[config.mk]
export PLATFORM = sky130hd
export DESIGN_NAME = matmul_stream_unit
export DESIGN_NICKNAME = d
export VERILOG_FILES = /design/src/rtl/matmul_stream_unit.sv
export SDC_FILE = /design/constraint.sdc
export NUM_CORES = 2
export LEC_CHECK = 0
export CORE_MARGIN = 10
export CORE_UTILIZATION = 55
export DETAILED_ROUTE_END_ITERATION = 10
export PLACE_DENSITY = 0.78
export REMOVE_ABC_BUFFERS = 1
export SLEW_MARGIN = 15
export SYNTH_ARGS = -nofsm -noshare
export SYNTH_HDL_FRONTEND = slang
export SYNTH_SLANG_ARGS = --single-unit
[constraint.sdc]
create_clock -name clk -period 6 [get_ports clk]
set_input_delay 0.9 -clock clk [delete_from_list [all_inputs] [get_ports clk]]
set_output_delay 0.9 -clock clk [all_outputs]
set_load 0.05 [all_outputs]
[src/rtl/matmul_stream_unit.sv]
// Streaming outer-product matrix multiplier: C[M x N] = A[M x K] * B[K x N], signed.
// Define MATMUL_SAT_EN for saturating accumulation with a sticky overflow flag; default wraps.
module matmul_stream_unit #(
    parameter int DATA_WIDTH = 8,
    parameter int ACC_WIDTH  = 16,
    parameter int M_DIM      = 3,
    parameter int K_DIM      = 3,
    parameter int N_DIM      = 3,
    parameter int CNT_WIDTH  = $clog2(K_DIM + 1)
) (
    input  logic                               clk,
    input  logic                               reset_n,
    input  logic                               abort,
    input  logic                               in_valid,
    output logic                               in_ready,
    input  logic [M_DIM*DATA_WIDTH-1:0]        in_a_col,
    input  logic [N_DIM*DATA_WIDTH-1:0]        in_b_row,
    output logic                               out_valid,
    input  logic                               out_ready,
    output logic [M_DIM*N_DIM*ACC_WIDTH-1:0]   result,
    output logic [CNT_WIDTH-1:0]               beat_cnt,
    output logic                               overflow
);

    localparam int NUM_EL = M_DIM * N_DIM;
    localparam int PROD_W = 2 * DATA_WIDTH;
`ifdef MATMUL_SAT_EN
    // One spare bit over the wider operand so the sum never wraps before clipping.
    localparam int SUM_W = ((ACC_WIDTH > PROD_W) ? ACC_WIDTH : PROD_W) + 1;
    localparam logic signed [SUM_W-1:0] SAT_MAX =
        {{(SUM_W - ACC_WIDTH + 1){1'b0}}, {(ACC_WIDTH - 1){1'b1}}};
    localparam logic signed [SUM_W-1:0] SAT_MIN =
        {{(SUM_W - ACC_WIDTH + 1){1'b1}}, {(ACC_WIDTH - 1){1'b0}}};
`else
    localparam int SUM_W = ACC_WIDTH;
`endif
    localparam logic [CNT_WIDTH-1:0] LAST_BEAT = CNT_WIDTH'(K_DIM - 1);

    typedef enum logic [0:0] {StAccum, StDone} state_e;

    state_e                      r_state, w_state_next;
    logic [CNT_WIDTH-1:0]        r_cnt;
    logic [ACC_WIDTH-1:0]        r_acc      [NUM_EL];
    logic [ACC_WIDTH-1:0]        w_acc_next [NUM_EL];
    logic signed [PROD_W-1:0]    w_prod     [NUM_EL];
    logic signed [SUM_W-1:0]     w_base     [NUM_EL];
    logic signed [SUM_W-1:0]     w_sum      [NUM_EL];
    logic                        w_accept;
    logic                        w_first;
    logic                        w_last;
    logic                        w_handshake;

    assign w_accept    = in_valid && (r_state == StAccum);
    assign w_first     = (r_cnt == '0);
    assign w_last      = (r_cnt == LAST_BEAT);
    assign w_handshake = out_valid && out_ready;
    assign beat_cnt    = r_cnt;

    always_ff @(posedge clk or negedge reset_n) begin
        if (!reset_n) begin
            r_state <= StAccum;
        end else begin
            r_state <= w_state_next;
        end
    end

    always_comb begin
        w_state_next = r_state;
        in_ready     = 1'b0;
        out_valid    = 1'b0;
        unique case (r_state)
            StAccum: begin
                in_ready = 1'b1;
                if (w_accept && w_last) w_state_next = StDone;
            end
            StDone: begin
                out_valid = 1'b1;
                if (out_ready) w_state_next = StAccum;
            end
            default: w_state_next = StAccum;
        endcase
        if (abort) w_state_next = StAccum;
    end

    always_ff @(posedge clk or negedge reset_n) begin
        if (!reset_n) begin
            r_cnt <= '0;
        end else if (abort || w_handshake) begin
            r_cnt <= '0;
        end else if (w_accept) begin
            r_cnt <= r_cnt + CNT_WIDTH'(1);
        end
    end

`ifdef MATMUL_SAT_EN
    logic [NUM_EL-1:0] w_clip;
    logic              r_ovf;
`endif

    // Outer-product update: element (r,c) takes A[r][k] * B[k][c].
    always_comb begin
`ifdef MATMUL_SAT_EN
        w_clip = '0;
`endif
        for (int i = 0; i < NUM_EL; i++) begin
            w_prod[i] = $signed(in_a_col[(M_DIM-1-i/N_DIM)*DATA_WIDTH +: DATA_WIDTH]) *
                        $signed(in_b_row[(N_DIM-1-i%N_DIM)*DATA_WIDTH +: DATA_WIDTH]);
            w_base[i] = w_first ? '0 : SUM_W'($signed(r_acc[i]));
            w_sum[i]  = SUM_W'(w_prod[i]) + w_base[i];
`ifdef MATMUL_SAT_EN
            if (w_sum[i] > SAT_MAX) begin
                w_acc_next[i] = SAT_MAX[ACC_WIDTH-1:0];
                w_clip[i]     = 1'b1;
            end else if (w_sum[i] < SAT_MIN) begin
                w_acc_next[i] = SAT_MIN[ACC_WIDTH-1:0];
                w_clip[i]     = 1'b1;
            end else begin
                w_acc_next[i] = w_sum[i][ACC_WIDTH-1:0];
            end
`else
            w_acc_next[i] = w_sum[i];
`endif
        end
    end

    // Accumulators are never cleared by abort; the next first beat overwrites them.
    always_ff @(posedge clk or negedge reset_n) begin
        if (!reset_n) begin
            for (int i = 0; i < NUM_EL; i++) r_acc[i] <= '0;
        end else if (w_accept && !abort) begin
            for (int i = 0; i < NUM_EL; i++) r_acc[i] <= w_acc_next[i];
        end
    end

    always_comb begin
        result = '0;
        for (int i = 0; i < NUM_EL; i++) begin
            result[(NUM_EL-1-i)*ACC_WIDTH +: ACC_WIDTH] = r_acc[i];
        end
    end

`ifdef MATMUL_SAT_EN
    always_ff @(posedge clk or negedge reset_n) begin
        if (!reset_n) begin
            r_ovf <= 1'b0;
        end else if (abort || w_handshake) begin
            r_ovf <= 1'b0;
        end else if (w_accept && |w_clip) begin
            r_ovf <= 1'b1;
        end
    end
    assign overflow = r_ovf;
`else
    assign overflow = 1'b0;
`endif

endmodule

Word level (Yosys, flattened, before mapping):

Index checks and enable logic that the tools add are counted.
Widths: inputs -> output; s select.

* bits in registers: 147
* input bits: 53
* output and inout port bits: 149
* word-level logic and storage cells: 57

* add/sub/neg operators: 10
* multiply operators: 9
* equality and inequality tests: 1
* multiplexer cells: 17
* bitwise operators: 1
* reductions and logical operators: 8

Operators with widths (number)
* $add 16x16->16: 9
* $mul 8x8->16: 9
* $mux 16: 9
* $mux 1: 5
* $logic_and 1x1->1: 4
* $mux 2: 2
* $add 2x1->2 const B: 1
* $eq 2x2->1 const B: 1
* $logic_not 2->1: 1
* $pmux 1 s2: 1
* $reduce_bool 2->1: 1
* $logic_not 1->1: 1
* $logic_or 1x1->1: 1
* $not 1->1: 1

Depth between registers and ports, before layout:

* depth in word-level cells: 6
* mapped depth: 23
* mapped depth without buffers: 19

Worst setup path after synthesis:

OpenSTA, ideal clock, no wires.

* path kind: reg2reg
* start: register r_cnt[0] (netlist: beat_cnt[0])
* end: register r_acc (netlist bit result[30])
* library setup time: 129 ps
* data arrival time: 5783 ps
* data required time: 5871 ps
* slack: 88 ps
* stages on the path, launching flop included: 24
* buffers on the path: 4
* clock period less this slack: 5912 ps
* cell sequence: dfrtp_1 -> inv_1 -> ha_1 -> clkbuf_1 -> buf_6 -> clkbuf_1 -> clkbuf_1 -> nand2b_1 -> fa_1 -> inv_1 -> fa_1 -> ha_1 -> inv_1 -> fa_1 -> inv_1 -> ha_1 -> ha_1 -> fa_1 -> a21o_1 -> a21o_1 -> a2111o_1 -> a311oi_2 -> xor2_1 -> o21ai_1

* cells in the longest elaborated chain, start to end: 3

Ends and longest elaborated chain
* start, declared: RTL line 42 `logic [CNT_WIDTH-1:0] r_cnt;`
* start signal, assigned: RTL line 91 `r_cnt <= r_cnt + CNT_WIDTH'(1);`
* $logic_not 2->1: RTL line 54 `assign w_first = (r_cnt == '0);`
* $mux 16: RTL line 108 `w_base[i] = w_first ? '0 : SUM_W'($signed(r_acc[i]));`
* $add 16x16->16: RTL line 109 `w_sum[i] = SUM_W'(w_prod[i]) + w_base[i];`
* end, declared: RTL line 43 `logic [ACC_WIDTH-1:0] r_acc [NUM_EL];`

Every way passes these cells.
A chain may end at the register's enable or synchronous reset.

Final worst setup path:

* start: register r_cnt[1] (netlist: beat_cnt[1])
* end: register r_acc (netlist bit result[143])

The elaborated chain is that of the path after synthesis.

==> metrics.txt <==
cell family contributing the most delay on the critical path adder cells; vias per inst around 5.3; Detailed Place HPWL ~62000 um; Worst Hold Slack between 0.4 and 0.5 ns; Net count, final between 4000 and 5000; via count of the first global-routing pass ~25000; Core Box Area between 0.05 and 0.06 mm^2; flop and latch count out of synthesis 147; time the final worst path needs with I/O delays and setup ~5.6 ns; share of the clock period used by the worst path after layout 0.940; core occupancy in the finished layout 0.638; Setup CP Type reg -> reg; number of max-cap violations 0; path category of the worst min-delay check in -> async; clock root cell clkbuf_16; remaining global-route overflow 0; proportion of register bits with asynchronous set or reset after synthesis 1.00; kind of launch point of the worst setup path flop; starting density of the core 0.557; leakage power figure 0.0187 uW; IO Port Bufs 200; final wirelength 78800 um; Area Overhead vs Synth 14.6%; number of clock sinks approximately 150; power after layout about 20000 uW; Peak Freq around 0.18 GHz; Synth Instances 3281; largest clock skew in the final design about 0.011 ns; number of buffers and inverters on the critical path 5; Final ANT Viol Nets 0; cell type with the largest total area after synthesis fa_1; first-pass GRT wire length 132000 um; area of the multi-input gates around 0.026 mm^2; TritonCTS buffer count 17; setup slack of the most critical reg-to-reg path approximately 0.36 ns; final count of negative-setup-slack endpoints 0; worst slew margin relative to its limit 0.482; Main synth FF type dfrtp_1; DR pass1 iterations 5; startpoint of the lowest-slack register-to-register path beat_cnt[1]; fill count approximately 4600; Placer Congestion about 0.88; delay of the slowest cell on the worst path 0.55 ns; area of the mapped netlist approximately 0.032 mm^2; depth of the most critical reg-to-reg path 19; Pins Over Slew Limit 0; Synth top area share 0.397; Remaining DRCs 0; insertion delay of the later-clocked pin in the worst-skew pair 0.51 ns; flip-flop and latch area between 0.003 and 0.004 mm^2; standard-cell rows 88; mean instance size in the synthesized netlist 9.81 um^2; cell-by-cell trace of the critical path inv_1, ha_4, buf_12, nand2b_1, fa_1, inv_1, fa_1, inv_1, fa_1, inv_1, fa_1, fa_1, ha_1, nor4_1, o21ai_0, a31o_2, o41ai_1, xor2_1, o21ai_0; sequential share of the synthesized area 0.114; cell types with the largest area share after synthesis fa_1 (40%), ha_1 (13%), dfrtp_1 (11%), inv_1 (6.9%), and2_1 (5.5%); clock transition time at the flip-flop clock pins of the worst setup and hold paths 0.07 ns; result of the run complete, no violations; GRT Util Overall 0.245; CP Capture Type flop; count of final hold-check violations 0; crit-path max FO 24; total negative slack for setup checks 0 ns; beginning of the critical path beat_cnt[1]; floorplan die height between 200 and 300 um; cells resized by post-CTS repair 0; cell type with the highest occurrence count on the critical path fa_1; Synthesis Warnings 0; transition at the pin with the smallest max-transition slack 0.777 ns; initial antenna violation count 2; number of synthesized flops with an enable pin 0; worst vdd rail ir drop approximately 0.45 mV; buffer levels on the longest clock path 2; fraction of layout instances using a drive strength above 1 0.0711; Slowest-stage cell, CP fa_1; data required time at the worst endpoint ~6.4 ns; TritonCTS clock tree built; Worst R2R End result[143]; mean routed wirelength per cell between 15 and 20 um; Critical Path AT 6.01 ns; maximum number of pins on one net before global-route repair 127; power per standard cell area about 540 mW/mm^2; RSZ-0062 raised after global routing no; I/O pin total 202; detailed router's first-iteration violation count 1210; depth of the CTS H-tree 4; floorplan die area slightly below 0.07 mm^2; overall die width 262 um; count of distinct cell types in the synthesized netlist 37; Via Count around 23000
-- layer usage --
metal / vias up / track usage / wire, um
li1: 10400 / - / -
met1: 11800 / 0.318 / 33000
met2: 605 / 0.407 / 38600
met3: 108 / 0.0493 / 5060
met4: 0 / 0.0796 / 2110
met5: - / 0 / 0
-- synthesized netlist by cell type (63+ instances only) --
cell type	count
clkbuf_1	123
xor2_1	65
mux2_2	63
nor2_1	72
inv_1	593
ha_1	335
nor2b_1	81
xnor2_1	115
fa_1	639
nand2_1	325
and2_1	281
o21ai_0	102
nand2b_1	88
dfrtp_1	147
-- flip-flops by register name, summed over array words and instances (netlist names) --
signal,cells
result,144
r_state,1
beat_cnt,2
-- power breakdown --
group          switching, uW  internal (uW)
Sequential               441           1490
Combinational           9400           7430
Clock                    501            642
Total                  10300           9560
-- layout make-up --
cell class | count | share of cell area
sequential | 147 | 0.0997
multi-input combinational | 2403 | 0.698
antenna | 1 | 0.0000678
clock inverter | 12 | 0.00349
clock buffer | 20 | 0.0127
timing repair buffer | 340 | 0.0997
tap | 765 | 0.0259
inverter | 593 | 0.0603
-- cell families (layout without fill, tap and decap cells) --
family                     count (synthesis)  count (layout)  share of synthesized area
adders and majority gates                974             974                      0.528
and+or+nand+nor                          870             870                      0.138
buffers and inverters                    731             965                     0.0861
AOI/OAI and AO/OA                        314             314                     0.0624
xor gates and xnor gates                 180             180                     0.0490
DFF                                      147             147                      0.114
muxes                                     64              64                     0.0224
other                                      1               2                   0.000117
-- placed cells by master, fill, tap and decap left out, drive strengths merged --
| cell type | instances |
|---|---|
| nand3 | 7 |
| xnor2 | 115 |
| o31ai | 9 |
| ha | 335 |
| o21bai | 9 |
| a21o | 50 |
| a2111o | 2 |
| and2 | 281 |
| nor2b | 81 |
| diode | 1 |
| nand2 | 325 |
| a311oi | 2 |
| mux2i | 1 |
| o211ai | 9 |
| fa | 639 |
| bufinv | 2 |
| a211oi | 18 |
| nor4 | 9 |
| o21ai | 107 |
| o21a | 36 |
| mux2 | 63 |
| conb | 1 |
| nand2b | 88 |
| dfrtp | 147 |
| or3 | 7 |
| inv | 595 |
| nor2 | 72 |
| clkdlybuf4s50 | 199 |
| clkinvlp | 3 |
| clkbuf | 20 |
| buf | 141 |
| xor2 | 65 |
| a22oi | 1 |
| a21oi | 53 |
| clkinv | 5 |
| a31o | 9 |
| o41ai | 9 |
-- metrics by stage --
step / cells / instance area [um^2] / setup WS [ns]
2_1_floorplan: 3143 / 31600 / -1.26
3_3_place_gp: 4247 / 36300 / 0.0352
3_5_place_dp: 4247 / 36300 / -0.122
4_1_cts: 4279 / 36900 / 0.250
5_1_grt: 4280 / 36900 / 0.0991
6_report: 4281 / 36900 / 0.361
-- worst max path at each step --
| stage | to | cells after the start |
|---|---|---|
| after floorplan | result[142] | 19 |
| after global placement | result[143] | 16 |
| after detailed placement | result[143] | 17 |
| after CTS | result[143] | 19 |
| after global routing | result[111] | 19 |
| final | result[143] | 19 |
-- timing repair --
action	4_1_cts	5_1_grt
setup endpoints to repair	0	1
buffers inserted	0	1
hold buffers	0	0
Power figures use the tool's default switching activity.
